$ cat src/rtl/mem_access_stage.sv
// rtl/mem_access_stage.sv - MEM stage: data-memory access with req/ready handshake, stall and fault detection
//
// Purpose:
//   Issues loads/stores from the EX/MEM register to a variable-latency data
//   memory, stalls the pipeline while an access is outstanding, flags
//   misaligned / illegal / timed-out accesses and passes writeback control
//   through to MEM/WB.
//
// Optional feature macro: MEM_STAGE_PERF_EN
//   Defined   -> stall_cycles counts stalled cycles (saturating, cleared by reset).
//   Undefined -> stall_cycles is tied to zero and no counter is built.
//
// Parameters:
//   TIMEOUT             max WAIT cycles before an access is aborted (2..255)
//
// Ports:
//   clk, rst            pipeline clock; synchronous active-low reset
//   *_EX_MEM            address/ALU result, store data, PC+2, control, dest reg
//   mem_req/mem_wr      request and direction to data memory
//   mem_addr/mem_wdata  address and store data to data memory
//   mem_rdata/mem_ready read data and completion from data memory
//   stall               hold EX/MEM and upstream, bubble into MEM/WB
//   memData             load data to MEM/WB
//   *_MEM               pass-through writeback control (isRegWrite gated by err)
//   err                 one-cycle fault pulse
//   stall_cycles        stall performance counter

module mem_access_stage #(
  parameter int TIMEOUT = 16
) (
  input  logic        clk,
  input  logic        rst,
  input  logic [15:0] aluResult_EX_MEM,
  input  logic [15:0] rdData2_EX_MEM,
  input  logic [15:0] PC_2_EX_MEM,
  input  logic        isMemRead_EX_MEM,
  input  logic        isMemWrite_EX_MEM,
  input  logic        isMemToReg_EX_MEM,
  input  logic        isRegWrite_EX_MEM,
  input  logic        isNotHalt_EX_MEM,
  input  logic [2:0]  writeRegSel_EX_MEM,
  output logic        mem_req,
  output logic        mem_wr,
  output logic [15:0] mem_addr,
  output logic [15:0] mem_wdata,
  input  logic [15:0] mem_rdata,
  input  logic        mem_ready,
  output logic        stall,
  output logic [15:0] memData,
  output logic [15:0] aluResult_MEM,
  output logic [15:0] PC_2_MEM,
  output logic        isMemToReg_MEM,
  output logic        isNotHalt_MEM,
  output logic        isRegWrite_MEM,
  output logic [2:0]  writeRegSel_MEM,
  output logic        err,
  output logic [15:0] stall_cycles
);

  localparam logic [7:0] LP_TIMEOUT = 8'(TIMEOUT);

  typedef enum logic [0:0] {S_IDLE, S_WAIT} state_t;

  state_t      r_state;
  state_t      w_next_state;
  logic [7:0]  r_wait_cnt;
  logic [7:0]  w_next_cnt;
  logic [15:0] r_rdata_q;

  logic w_access;
  logic w_fault;
  logic w_req;
  logic w_stall;
  logic w_err;
  logic w_complete;

  assign w_access = isNotHalt_EX_MEM & (isMemRead_EX_MEM | isMemWrite_EX_MEM);
  // Misaligned word address or read+write both requested.
  assign w_fault  = aluResult_EX_MEM[0] | (isMemRead_EX_MEM & isMemWrite_EX_MEM);

  always_ff @(posedge clk) begin
    if (!rst) begin
      r_state    <= S_IDLE;
      r_wait_cnt <= 8'd0;
      r_rdata_q  <= 16'h0000;
    end else begin
      r_state    <= w_next_state;
      r_wait_cnt <= w_next_cnt;
      if (w_complete && isMemRead_EX_MEM)
        r_rdata_q <= mem_rdata;
    end
  end

  always_comb begin
    w_next_state = r_state;
    w_next_cnt   = r_wait_cnt;
    w_req        = 1'b0;
    w_stall      = 1'b0;
    w_err        = 1'b0;
    w_complete   = 1'b0;
    case (r_state)
      S_IDLE: begin
        if (w_access) begin
          if (w_fault) begin
            w_err = 1'b1;
          end else begin
            w_req = 1'b1;
            if (mem_ready) begin
              w_complete = 1'b1;
            end else begin
              w_stall      = 1'b1;
              w_next_state = S_WAIT;
              w_next_cnt   = 8'd1;
            end
          end
        end
      end
      S_WAIT: begin
        // EX/MEM is frozen by stall, so the request fields stay stable here.
        w_req = 1'b1;
        if (mem_ready) begin
          w_complete   = 1'b1;
          w_next_state = S_IDLE;
          w_next_cnt   = 8'd0;
        end else if (r_wait_cnt == LP_TIMEOUT) begin
          w_req        = 1'b0;
          w_err        = 1'b1;
          w_next_state = S_IDLE;
          w_next_cnt   = 8'd0;
        end else begin
          w_stall    = 1'b1;
          w_next_cnt = r_wait_cnt + 8'd1;
        end
      end
      default: begin
        w_next_state = S_IDLE;
        w_next_cnt   = 8'd0;
      end
    endcase
    // Reset silences the handshake and also keeps read data out of memData.
    if (!rst) begin
      w_req      = 1'b0;
      w_stall    = 1'b0;
      w_err      = 1'b0;
      w_complete = 1'b0;
    end
  end

  assign mem_req         = w_req;
  assign mem_wr          = isMemWrite_EX_MEM;
  assign mem_addr        = aluResult_EX_MEM;
  assign mem_wdata       = rdData2_EX_MEM;
  assign stall           = w_stall;
  assign err             = w_err;
  assign memData         = (w_complete && isMemRead_EX_MEM) ? mem_rdata : r_rdata_q;
  assign aluResult_MEM   = aluResult_EX_MEM;
  assign PC_2_MEM        = PC_2_EX_MEM;
  assign isMemToReg_MEM  = isMemToReg_EX_MEM;
  assign isNotHalt_MEM   = isNotHalt_EX_MEM;
  assign isRegWrite_MEM  = isRegWrite_EX_MEM & ~w_err;
  assign writeRegSel_MEM = writeRegSel_EX_MEM;

`ifdef MEM_STAGE_PERF_EN
  logic [15:0] r_stall_cycles;

  always_ff @(posedge clk) begin
    if (!rst)
      r_stall_cycles <= 16'h0000;
    else if (w_stall && (r_stall_cycles != 16'hFFFF))
      r_stall_cycles <= r_stall_cycles + 16'd1;
  end

  assign stall_cycles = r_stall_cycles;
`else
  assign stall_cycles = 16'h0000;
`endif

endmodule

$ cat config.mk
export PLATFORM = sky130hd
export DESIGN_NAME = mem_access_stage
export DESIGN_NICKNAME = d
export VERILOG_FILES = /design/src/rtl/mem_access_stage.sv
export SDC_FILE = /design/constraint.sdc
export NUM_CORES = 1
export LEC_CHECK = 0
export ABC_AREA = 1
export BUFFER_PORTS_ARGS = -buffer_cell sky130_fd_sc_hd__buf_2
export CAP_MARGIN = 20
export CORE_MARGIN = 1
export CORE_UTILIZATION = 43
export CTS_BUF_LIST = sky130_fd_sc_hd__clkbuf_8
export CTS_CLUSTER_DIAMETER = 120
export DETAILED_ROUTE_END_ITERATION = 10
export HOLD_SLACK_MARGIN = 0.06
export PLACE_DENSITY = 0.88
export SYNTH_ARGS = -nofsm -noshare
export SYNTH_HDL_FRONTEND = slang
export SYNTH_SLANG_ARGS = --single-unit
$ cat constraint.sdc
create_clock -name clk -period 3.2 [get_ports clk]
set_input_delay 0.16 -clock clk [delete_from_list [all_inputs] [get_ports clk]]
set_output_delay 0.16 -clock clk [all_outputs]
set_load 0.01 [all_outputs]
== Word level (Yosys, flattened, before mapping) ==
Cells that the tools add are included.

* Input bits: 75
* Logic and storage cells: 47
* Latch bits: 0
* Memory bits (writable): 0
* Register bits: 25
* Memories: 0
* Bits in read-only memories: 0

* Magnitude comparators: 0
* Divide/modulo/power cells: 0
* Shifts and indexed selects: 0
* Add/subtract/negate cells: 1
* Reductions and logical operators: 2
* $mul: 0
* Mux-type cells: 30
* Bitwise operators: 7
* Equal/unequal tests: 4

{| class="wikitable"
|+ Operators by type and width
! cell !! count
|-
| 8-bit 2-to-1 mux || 5
|-
| 1-bit 2-to-1 mux || 19
|-
| 16-bit 2-to-1 mux || 1
|-
| 8-bit one-hot mux with 2 select lines || 1
|-
| 8-bit by 1-bit adder with 8-bit output, second input constant || 1
|-
| 8-bit by 5-bit == test with 1-bit output, second input constant || 1
|-
| 1-bit one-hot mux with 2 select lines || 4
|-
| 2-bit != test, second input constant || 3
|-
| 1-bit bitwise AND || 3
|-
| 3-bit AND reduction || 1
|-
| 1-bit NOT || 2
|-
| 1-bit bitwise OR || 2
|-
| 1-bit logical AND || 1
|}

== Depth between registers and ports, before layout ==
Gate-level depths: netlist of the first run.

* Depth in word-level cells: 8
* Gate-level depth with buffers: 9

== Worst setup path after synthesis of the first run ==
OpenSTA, ideal clock, no wires.

* Path kind: register to output
* Start point: reg r_wait_cnt[0]
* End point: out isRegWrite_MEM
* Arrival time: 1.154 ns
* Path slack: 1.886 ns
* Path buffers: 0
* Stages on the path, launching flop included: 8
* Path through: dfxtp_1 -> inv_1 -> ha_1 -> nand2_1 -> nor2_1 -> nand3_1 -> a21oi_1 -> nor2_1

* Word-level cells in the longest chain between the ends: 7

{| class="wikitable"
|+ Ends and longest elaborated chain
! item !! line !! source
|-
| start: declaration || 66 || <nowiki>logic [7:0] r_wait_cnt;</nowiki>
|-
| start signal: assignment || 88 || <nowiki>r_wait_cnt <= w_next_cnt;</nowiki>
|-
| 8-bit by 5-bit == test with 1-bit output || 125 || <nowiki>end else if (r_wait_cnt == LP_TIMEOUT) begin</nowiki>
|-
| 1-bit 2-to-1 mux || 125 ||
|-
| 1-bit 2-to-1 mux || 121 || <nowiki>if (mem_ready) begin</nowiki>
|-
| 1-bit one-hot mux with 2 select lines || 101 || <nowiki>case (r_state)</nowiki>
|-
| 1-bit 2-to-1 mux || 141 || <nowiki>if (!rst) begin</nowiki>
|-
| net err || 56 || <nowiki>output logic err,</nowiki>
|-
| 1-bit NOT || 160 || <nowiki>assign isRegWrite_MEM = isRegWrite_EX_MEM & ~w_err;</nowiki>
|-
| 1-bit bitwise AND || 160 ||
|-
| end: declaration || 54 || <nowiki>output logic isRegWrite_MEM,</nowiki>
|}

The timed path passes the listed nets, and every way through them passes these cells.

== Final worst setup path of the first run ==
* Start point: reg r_state
* End point: out memData[12]

* Word-level cells in the longest chain between the ends: 5

{| class="wikitable"
|+ Ends and longest elaborated chain
! item !! line !! source
|-
| start: declaration || 64 || <nowiki>state_t r_state;</nowiki>
|-
| start signal: assignment || 87 || <nowiki>r_state <= w_next_state;</nowiki>
|-
| 1-bit NOT || n/a ||
|-
| 1-bit one-hot mux with 2 select lines * || 101 ||
|-
| 1-bit 2-to-1 mux * || 141 ||
|-
| 1-bit logical AND * || 155 || <nowiki>assign memData = (w_complete && isMemRead_EX_MEM) ? mem_rdata : r_rdata_q;</nowiki>
|-
| 16-bit 2-to-1 mux * || 155 ||
|-
| end: declaration || 49 || <nowiki>output logic [15:0] memData,</nowiki>
|}

Mark *: on every way between the ends. The rest lies on a longest branch, timed or not.

==> flow_summary_export.csv, run 1 <==
group,metric,value,unit
status,status,"finished clean",
detailed_routing,drc,0,
clock_network,cts_max_level,1,
clock_network,post_cts_buffers,0,
logic_synthesis,syn_inst,344,
detailed_routing,detail_route.wl_per_cell,9.46,um
critical_path,cp-start-kind,"register",
placed_design,preCtsSetupSlack,1.56,ns
clock_network,cts_hold_buf,0,
min_path,min-delay-path-class,"in -> reg",
final_layout,nNetsFinal,393,
logic_synthesis,synthTopCellsByCount,"86 x buf_4, 67 x inv_1, 62 x nand2_1, 38 x nor2_1, 25 x dfxtp_1",
min_path,min_from,"mem_ready",
sta,worstMarginPinSlew,0.647,ns
clock_network,tritoncts,"yes",
clock_network,clock_latency,0.26,ns
logic_synthesis,ys_seq_area_share,22.8,%
floorplanning,core_area,4820,um^2
sta,setup_slack,1.33,ns
critical_path,required,3.04,ns
floorplanning,die_w,73.4,um
logic_synthesis,yosys_warnings,0,
power_and_ir_drop,intPower,0.438,mW
floorplanning,die_y,73.4,um
global_route,grt_max_degree,24,
final_layout,syn_to_final_growth,-13.2,%
logic_synthesis,synth_most_common_cell,"buf_4",
global_route,grt_overflow_total,0,
critical_path,arrival,1.71,ns
power_and_ir_drop,swShare,27.8,%
sta,hold_viol_final,0,
power_and_ir_drop,p_per_area,318,nW/um^2
detailed_routing,drt-vias-per-instance,4.40,
floorplanning,io_pins,181,
critical_path,reg2reg_setup_slack,1.79,ns
detailed_routing,ant_nets,0,
logic_synthesis,synth-edff-count,0,
clock_network,cts_resized,0,
detailed_routing,routed_wl,3620,um
power_and_ir_drop,irDropWorstVdd,0.000216,V
logic_synthesis,async_flop_share,0,%
final_layout,diodes,0,
min_path,hold_end,"r_state",
clock_network,root_buffer,"clkbuf_8",
placed_design,numPortBuffers,47,
sta,relSlewSlack,56.8,%
power_and_ir_drop,p_sw,0.168,mW
detailed_routing,drtPass1Iterations,5,
clock_network,numCtsBuffers,3,
logic_synthesis,yosys_most_used_dff,"dfxtp_1",
clock_network,cts.sink_count,25,
power_and_ir_drop,pwr-share-clk,29.8,%
logic_synthesis,synth_area_per_cell,6.38,um^2
logic_synthesis,yosys.area.top_type,"buf_4",
sta,finalCritPeriodShare,58.5,%
clock_network,clockBufferDepth,2,
final_layout,final_area,1900,um^2
global_route,grt_usage,13.8,%
floorplanning,dieArea,5390,um^2
sta,drv_slew,0,
clock_network,clk_pin_slew,0.08,ns
floorplanning,floorplan.initialDensity,45.6,%
final_layout,n_fill_cell,529,
critical_path,cp_max_fo,16,
sta,setup_viol,0,
min_path,holdPathStages,2,
critical_path,crit_type,"reg -> out",
critical_path,r2r_start,"r_state",
power_and_ir_drop,pwr-share-seq,53.1,%
logic_synthesis,synth_area_leaders,"buf_4 29%, dfxtp_1 23%, inv_1 11%",
logic_synthesis,synth_cell_types,22,
logic_synthesis,synth_area,2190,um^2
final_layout,drive_gt1_share,17.5,%
sta,skew,0.00220,ns
critical_path,rr_worst_depth,6,
power_and_ir_drop,combPwrFrac,17.1,%
sta,finalSetupTns,0,ns
critical_path,reg2reg_to,"r_rdata_q[12]",
global_route,antenna_found_initial,0,
floorplanning,rows,25,
placed_design,gp_congestion,0.893,
logic_synthesis,yosys_register_bits,25,
critical_path,end_kind,"output pin",
sta,fin_crit,1.87,ns
placed_design,placed_area,1860,um^2
power_and_ir_drop,power_leakage,1.18,nW
detailed_routing,vias,1681,
sta,fmax,0.534,GHz
logic_synthesis,synth.top_cell.area_share,29.4,%
detailed_routing,drt_iter0_drc,35,
placed_design,hpwl,2760,um
job,cap_violations,0,
global_route,grt_pass1_vias,1500,
sta,rsz0062_at_grt,"no",
global_route,grt_pass1_wl,6090,um
==> cells by family after synthesis <==
| family | count (synthesis) | share of synthesized area (%) |
|---|---|---|
| buf+inv | 164 | 44.2 |
| simple gates | 139 | 28.3 |
| flops | 25 | 22.8 |
| compound gates | 13 | 3.42 |
| fa+ha+maj | 2 | 1.14 |
| other cells | 1 | 0.171 |
==> registers in the layout, summed over array words and instances (netlist names) <==
| name | cells |
|---|---|
| r_wait_cnt | 8 |
| r_rdata_q | 16 |
| r_state | 1 |
==> power by group through the flow <==
stage	clock (mW)	sequential (mW)	combinational, mW
after floorplan	0	0.328	0.174
after global placement	0	0.329	0.102
after detailed placement	0	0.329	0.104
after CTS	0.184	0.322	0.104
after global routing	0.201	0.323	0.118
final	0.180	0.322	0.104
==> final cells by class <==
cell class / count / area [um^2] / share of cell area [%]
multi-input cells: 170 / 781 / 41.0
flip-flops and latches: 25 / 500 / 26.3
inverters: 69 / 259 / 13.6
repair buffers: 47 / 235 / 12.4
well taps: 67 / 83.8 / 4.40
clock buffers: 3 / 41.3 / 2.17
clock inverters: 1 / 3.75 / 0.197
==> how the worst max path moves through the flow <==
stage                  startpoint        endpoint  slack (ns)  cells after the start
global route              r_state     memData[10]        1.12                      7
finish                    r_state     memData[12]        1.33                      7
CTS                       r_state           stall        1.31                      5
global placement          r_state         mem_req        1.57                      5
floorplan           r_wait_cnt[0]  isRegWrite_MEM        1.89                      7
detailed placement      mem_ready     memData[12]        1.56                      8
==> placed cells by master (no fill, tap or decap) <==
cell type and count:
inv_1 68, nand2_1 62, buf_2 47, nor2_1 38, dfxtp_1 25, nand4_1 21
conb_1 16, nand3_1 14, o21ai_0 5, a21oi_1 5, clkbuf_8 3, a31oi_1 2
ha_1 2, inv_2 1, nand2_2 1, clkinv_1 1, nand2_4 1, nand4_4 1
a211oi_2 1, nor3_1 1
==> routing by layer <==
layer  GRT usage [%]  share of wire, %  vias to the layer above
met2            22.9                47                       73
met3            3.70               6.9                        6
met4            6.41               1.1                        0
met5               0                 0                        -
li1                -                 -                      871
met1            16.5                45                      731
==> stage by stage <==
stage | instances | hold slack, ns | power, mW | utilization (%)
6_report | 382 | 0.130 | 0.606 | 39.5
3_5_place_dp | 378 | 0.320 | 0.433 | 38.6
2_1_floorplan | 359 | 0.260 | 0.502 | -
4_1_cts | 382 | 0.133 | 0.611 | 39.5
5_1_grt | 382 | 0.125 | 0.642 | 39.5
3_3_place_gp | 378 | 0.320 | 0.431 | 38.6
==> worst max-delay path: stages, from the launching register on <==
cell,delay [ns]
dfxtp_1,0.50
inv_2,0.17
nand2_1,0.14
nand4_4,0.24
nand2_1,0.14
nand2_1,0.07
inv_1,0.06
buf_2,0.12
(Power assumes the default switching activity.)
==> run 2, diff against run 1 <==
--- a/config.mk
+++ b/config.mk
@@ -5,16 +5,16 @@
 export SDC_FILE = /design/constraint.sdc
 export NUM_CORES = 1
 export LEC_CHECK = 0
-export ABC_AREA = 1
+export ABC_AREA = 0
 export BUFFER_PORTS_ARGS = -buffer_cell sky130_fd_sc_hd__buf_2
 export CAP_MARGIN = 20
 export CORE_MARGIN = 1
-export CORE_UTILIZATION = 43
+export CORE_UTILIZATION = 34
 export CTS_BUF_LIST = sky130_fd_sc_hd__clkbuf_8
 export CTS_CLUSTER_DIAMETER = 120
 export DETAILED_ROUTE_END_ITERATION = 10
 export HOLD_SLACK_MARGIN = 0.06
-export PLACE_DENSITY = 0.88
+export PLACE_DENSITY = 0.79
 export SYNTH_ARGS = -nofsm -noshare
 export SYNTH_HDL_FRONTEND = slang
 export SYNTH_SLANG_ARGS = --single-unit
==> constraint.sdc (replaced) <==
create_clock -name clk -period 1.5 [get_ports clk]
set_input_delay 0.075 -clock clk [delete_from_list [all_inputs] [get_ports clk]]
set_output_delay 0.075 -clock clk [all_outputs]
set_load 0.01 [all_outputs]
==> run 2 against run 1 <==
  * The run now ends with negative setup slack left
  * Highest routed layer unchanged
  * Combinational power increased by 81%
  * Hold slack worse by 0.019 ns
  * Count of clock-buffer cells in the layout unchanged
  * Via count is 30% lower
  * Area after synthesis shrank 14%
  * Power up 110%
  * Critical path type unchanged
  * Non-clock buffer count grew 23
==> flow_summary_export.csv, run 2 <==
group,metric,value,unit
sta,rsz0062_at_grt,"yes",
sta,fin_crit,1.72,ns
status,status,"finished with violations",
status,violations,"negative setup slack",
logic_synthesis,synth.top_cell.area_share,34.3,%
power_and_ir_drop,p_per_area,628,nW/um^2
detailed_routing,drc,0,
detailed_routing,routed_wl,3450,um
placed_design,hpwl,2300,um
sta,fmax,0.583,GHz
final_layout,final_cell_mix,"31 x buf_2, 22 x dfxtp_1, 19 x buf_4, 18 x buf_6",
detailed_routing,drt_iter0_drc,27,
logic_synthesis,synth_cell_types,37,
sta,finalCritPeriodShare,114,%
clock_network,tritoncts,"yes",
floorplanning,floorplan.initialDensity,36.0,%
global_route,grt_overflow_total,0,
global_route,antenna_found_initial,0,
logic_synthesis,yosys_most_used_dff,"dfxtp_1",
final_layout,nNetsFinal,281,
floorplanning,rows,26,
logic_synthesis,async_flop_share,0,%
global_route,grt_pass1_wl,5400,um
sta,skew,0.00543,ns
detailed_routing,vias,1183,
global_route,grt_usage,11.6,%
logic_synthesis,synth_area_leaders,"buf_4 34%, dfxtp_1 27%, mux2_4 8.0%",
logic_synthesis,ys_seq_area_share,26.6,%
clock_network,clk_pin_slew,0.09,ns
clock_network,root_buffer,"clkbuf_8",
final_layout,syn_to_final_growth,7.44,%
sta,drv_slew,0,
final_layout,multiInputGateArea,831,um^2
power_and_ir_drop,combPwrFrac,14.8,%
final_layout,top_register,"r_rdata_q",
power_and_ir_drop,pwr-share-clk,32.3,%
floorplanning,die_w,76.4,um
critical_path,required,1.42,ns
final_layout,drive_gt1_share,52.7,%
logic_synthesis,synth_area,1880,um^2
clock_network,numCtsBuffers,3,
global_route,grt_pass1_vias,1121,
power_and_ir_drop,power_leakage,0.976,nW
critical_path,cp-start-kind,"register",
power_and_ir_drop,irDropWorstVdd,0.000355,V
logic_synthesis,synth_area_per_cell,9.24,um^2
sta,finalSetupTns,-2.63,ns
placed_design,gp_congestion,0.767,
final_layout,seq_area,504,um^2
min_path,min-delay-path-class,"in -> reg",
power_and_ir_drop,intPower,0.949,mW
clock_network,cts_max_level,1,
logic_synthesis,synth-edff-count,0,
critical_path,rr_worst_depth,8,
power_and_ir_drop,pwr-share-seq,53.0,%
critical_path,cp_max_fo,3,
sta,hold_viol_final,0,
floorplanning,die_y,76.4,um
logic_synthesis,syn_inst,204,
floorplanning,dieArea,5840,um^2
logic_synthesis,yosys_warnings,0,
min_path,holdPathStages,2,
detailed_routing,ant_nets,0,
sta,setup_viol,27,
critical_path,end_kind,"output pin",
logic_synthesis,yosys.area.top_type,"buf_4",
logic_synthesis,yosys_register_bits,25,
detailed_routing,detail_route.wl_per_cell,12.6,um
final_layout,n_fill_cell,539,
power_and_ir_drop,swShare,25.4,%
floorplanning,core_area,5240,um^2
sta,setup_slack,-0.216,ns
placed_design,numPortBuffers,47,
final_layout,reg_top3,"r_rdata_q x16, r_wait_cnt x8, r_state x1",
final_layout,largest_reg_flops,16,
power_and_ir_drop,p_sw,0.323,mW
logic_synthesis,synthTopCellsByCount,"86 x buf_4, 25 x dfxtp_1, 14 x and2_1, 10 x mux2_4, 7 x nand2_1",
clock_network,cts.sink_count,25,
final_layout,diodes,0,
clock_network,clockBufferDepth,2,
logic_synthesis,synth_most_common_cell,"buf_4",
job,cap_violations,0,
final_layout,layout_commonest_cell,"buf_2",
critical_path,arrival,1.64,ns
detailed_routing,drtPass1Iterations,4,
detailed_routing,drt-vias-per-instance,4.33,
clock_network,clock_latency,0.27,ns
floorplanning,io_pins,181,
critical_path,crit_type,"reg -> out",
global_route,grt_max_degree,16,
final_layout,final_util,38.7,%
## run 2: changes by cell type after synthesis, moves of 3 or more
cell / previous run / this run
a21oi_1: 5 / 2
a22o_1: 0 / 4
mux2_2: 0 / 6
nand3_1: 14 / 3
inv_1: 67 / 6
and2_1: 0 / 14
nand2_1: 62 / 7
nor2_1: 38 / 2
nor3_1: 1 / 4
nand4_1: 21 / 1
o21a_1: 0 / 4
mux2_4: 0 / 10
buf_6: 4 / 1
## run 2: path summary, 6_finish.rpt
check                           slack, ns        endpoint          start
worst max-delay path                -0.22  isRegWrite_MEM  r_wait_cnt[0]
worst min-delay path                 0.11         r_state      mem_ready
worst max register to register      -0.16   r_wait_cnt[4]  r_wait_cnt[0]
worst min register to register       0.58   r_wait_cnt[2]  r_wait_cnt[2]
## run 2: final cells by class
cell class                      count  area share, %
Multi-Input combinational cell     98           41.0
Sequential cell                    25           24.9
Clock buffer                        3           2.04
Timing Repair Buffer               70           26.2
Inverter                            6           1.11
Clock inverter                      1          0.371
Tap cell                           70           4.33
## run 2: power groups by stage
stage	clock network, mW	registers, mW	logic (mW)
6_report	0.410	0.673	0.188
5_1_grt	0.455	0.674	0.205
4_1_cts	0.437	0.673	0.183
3_5_place_dp	0	0.688	0.161
3_3_place_gp	0	0.688	0.159
2_1_floorplan	0	0.688	0.308
## run 2: repair_timing
item / in CTS / in global routing
hold buffers: 0 / 0
setup buffers: 5 / 4
gates cloned: 1 / 0
hold endpoints to repair: 0 / 0
pin swaps: 1 / 5
setup endpoints to repair: 20 / 28
resized for setup: 30 / 13
## run 2: cells by family after synthesis
| group | after synthesis | synth area share [%] |
|---|---|---|
| AOI/OAI and AO/OA | 19 | 8.70 |
| and+or+nand+nor | 40 | 12.5 |
| DFF | 25 | 26.6 |
| adders and majority gates | 3 | 1.86 |
| muxes | 17 | 12.1 |
| other | 1 | 0.199 |
| buffers and inverters | 96 | 36.7 |
| xor gates and xnor gates | 3 | 1.39 |
## run 2: worst max-delay path: stages, from the launching register on
cell	delay (ns)
dfxtp_2	0.34
inv_2	0.07
ha_4	0.13
nand4bb_4	0.14
nor4_4	0.23
buf_4	0.15
o21a_1	0.14
nor2b_1	0.05
buf_2	0.13
## run 2: through the flow
step | instance area [um^2] | std cells | setup slack [ns] | power (mW) | hold slack, ns
final | 2020 | 273 | -0.216 | 1.27 | 0.111
after global routing | 2020 | 273 | -0.300 | 1.33 | 0.107
after CTS | 1980 | 271 | -0.231 | 1.29 | 0.0746
after detailed placement | 1720 | 261 | 0.0228 | 0.849 | 0.150
after global placement | 1720 | 261 | 0.0571 | 0.846 | 0.150
after floorplan | 1950 | 219 | 0.00263 | 0.995 | 0.204
## run 2: routing by layer
metal	wire length [um]	track usage, %
met5	0	0
met4	158	7.31
met3	221	3.11
met2	1640	18.8
met1	1430	13.5
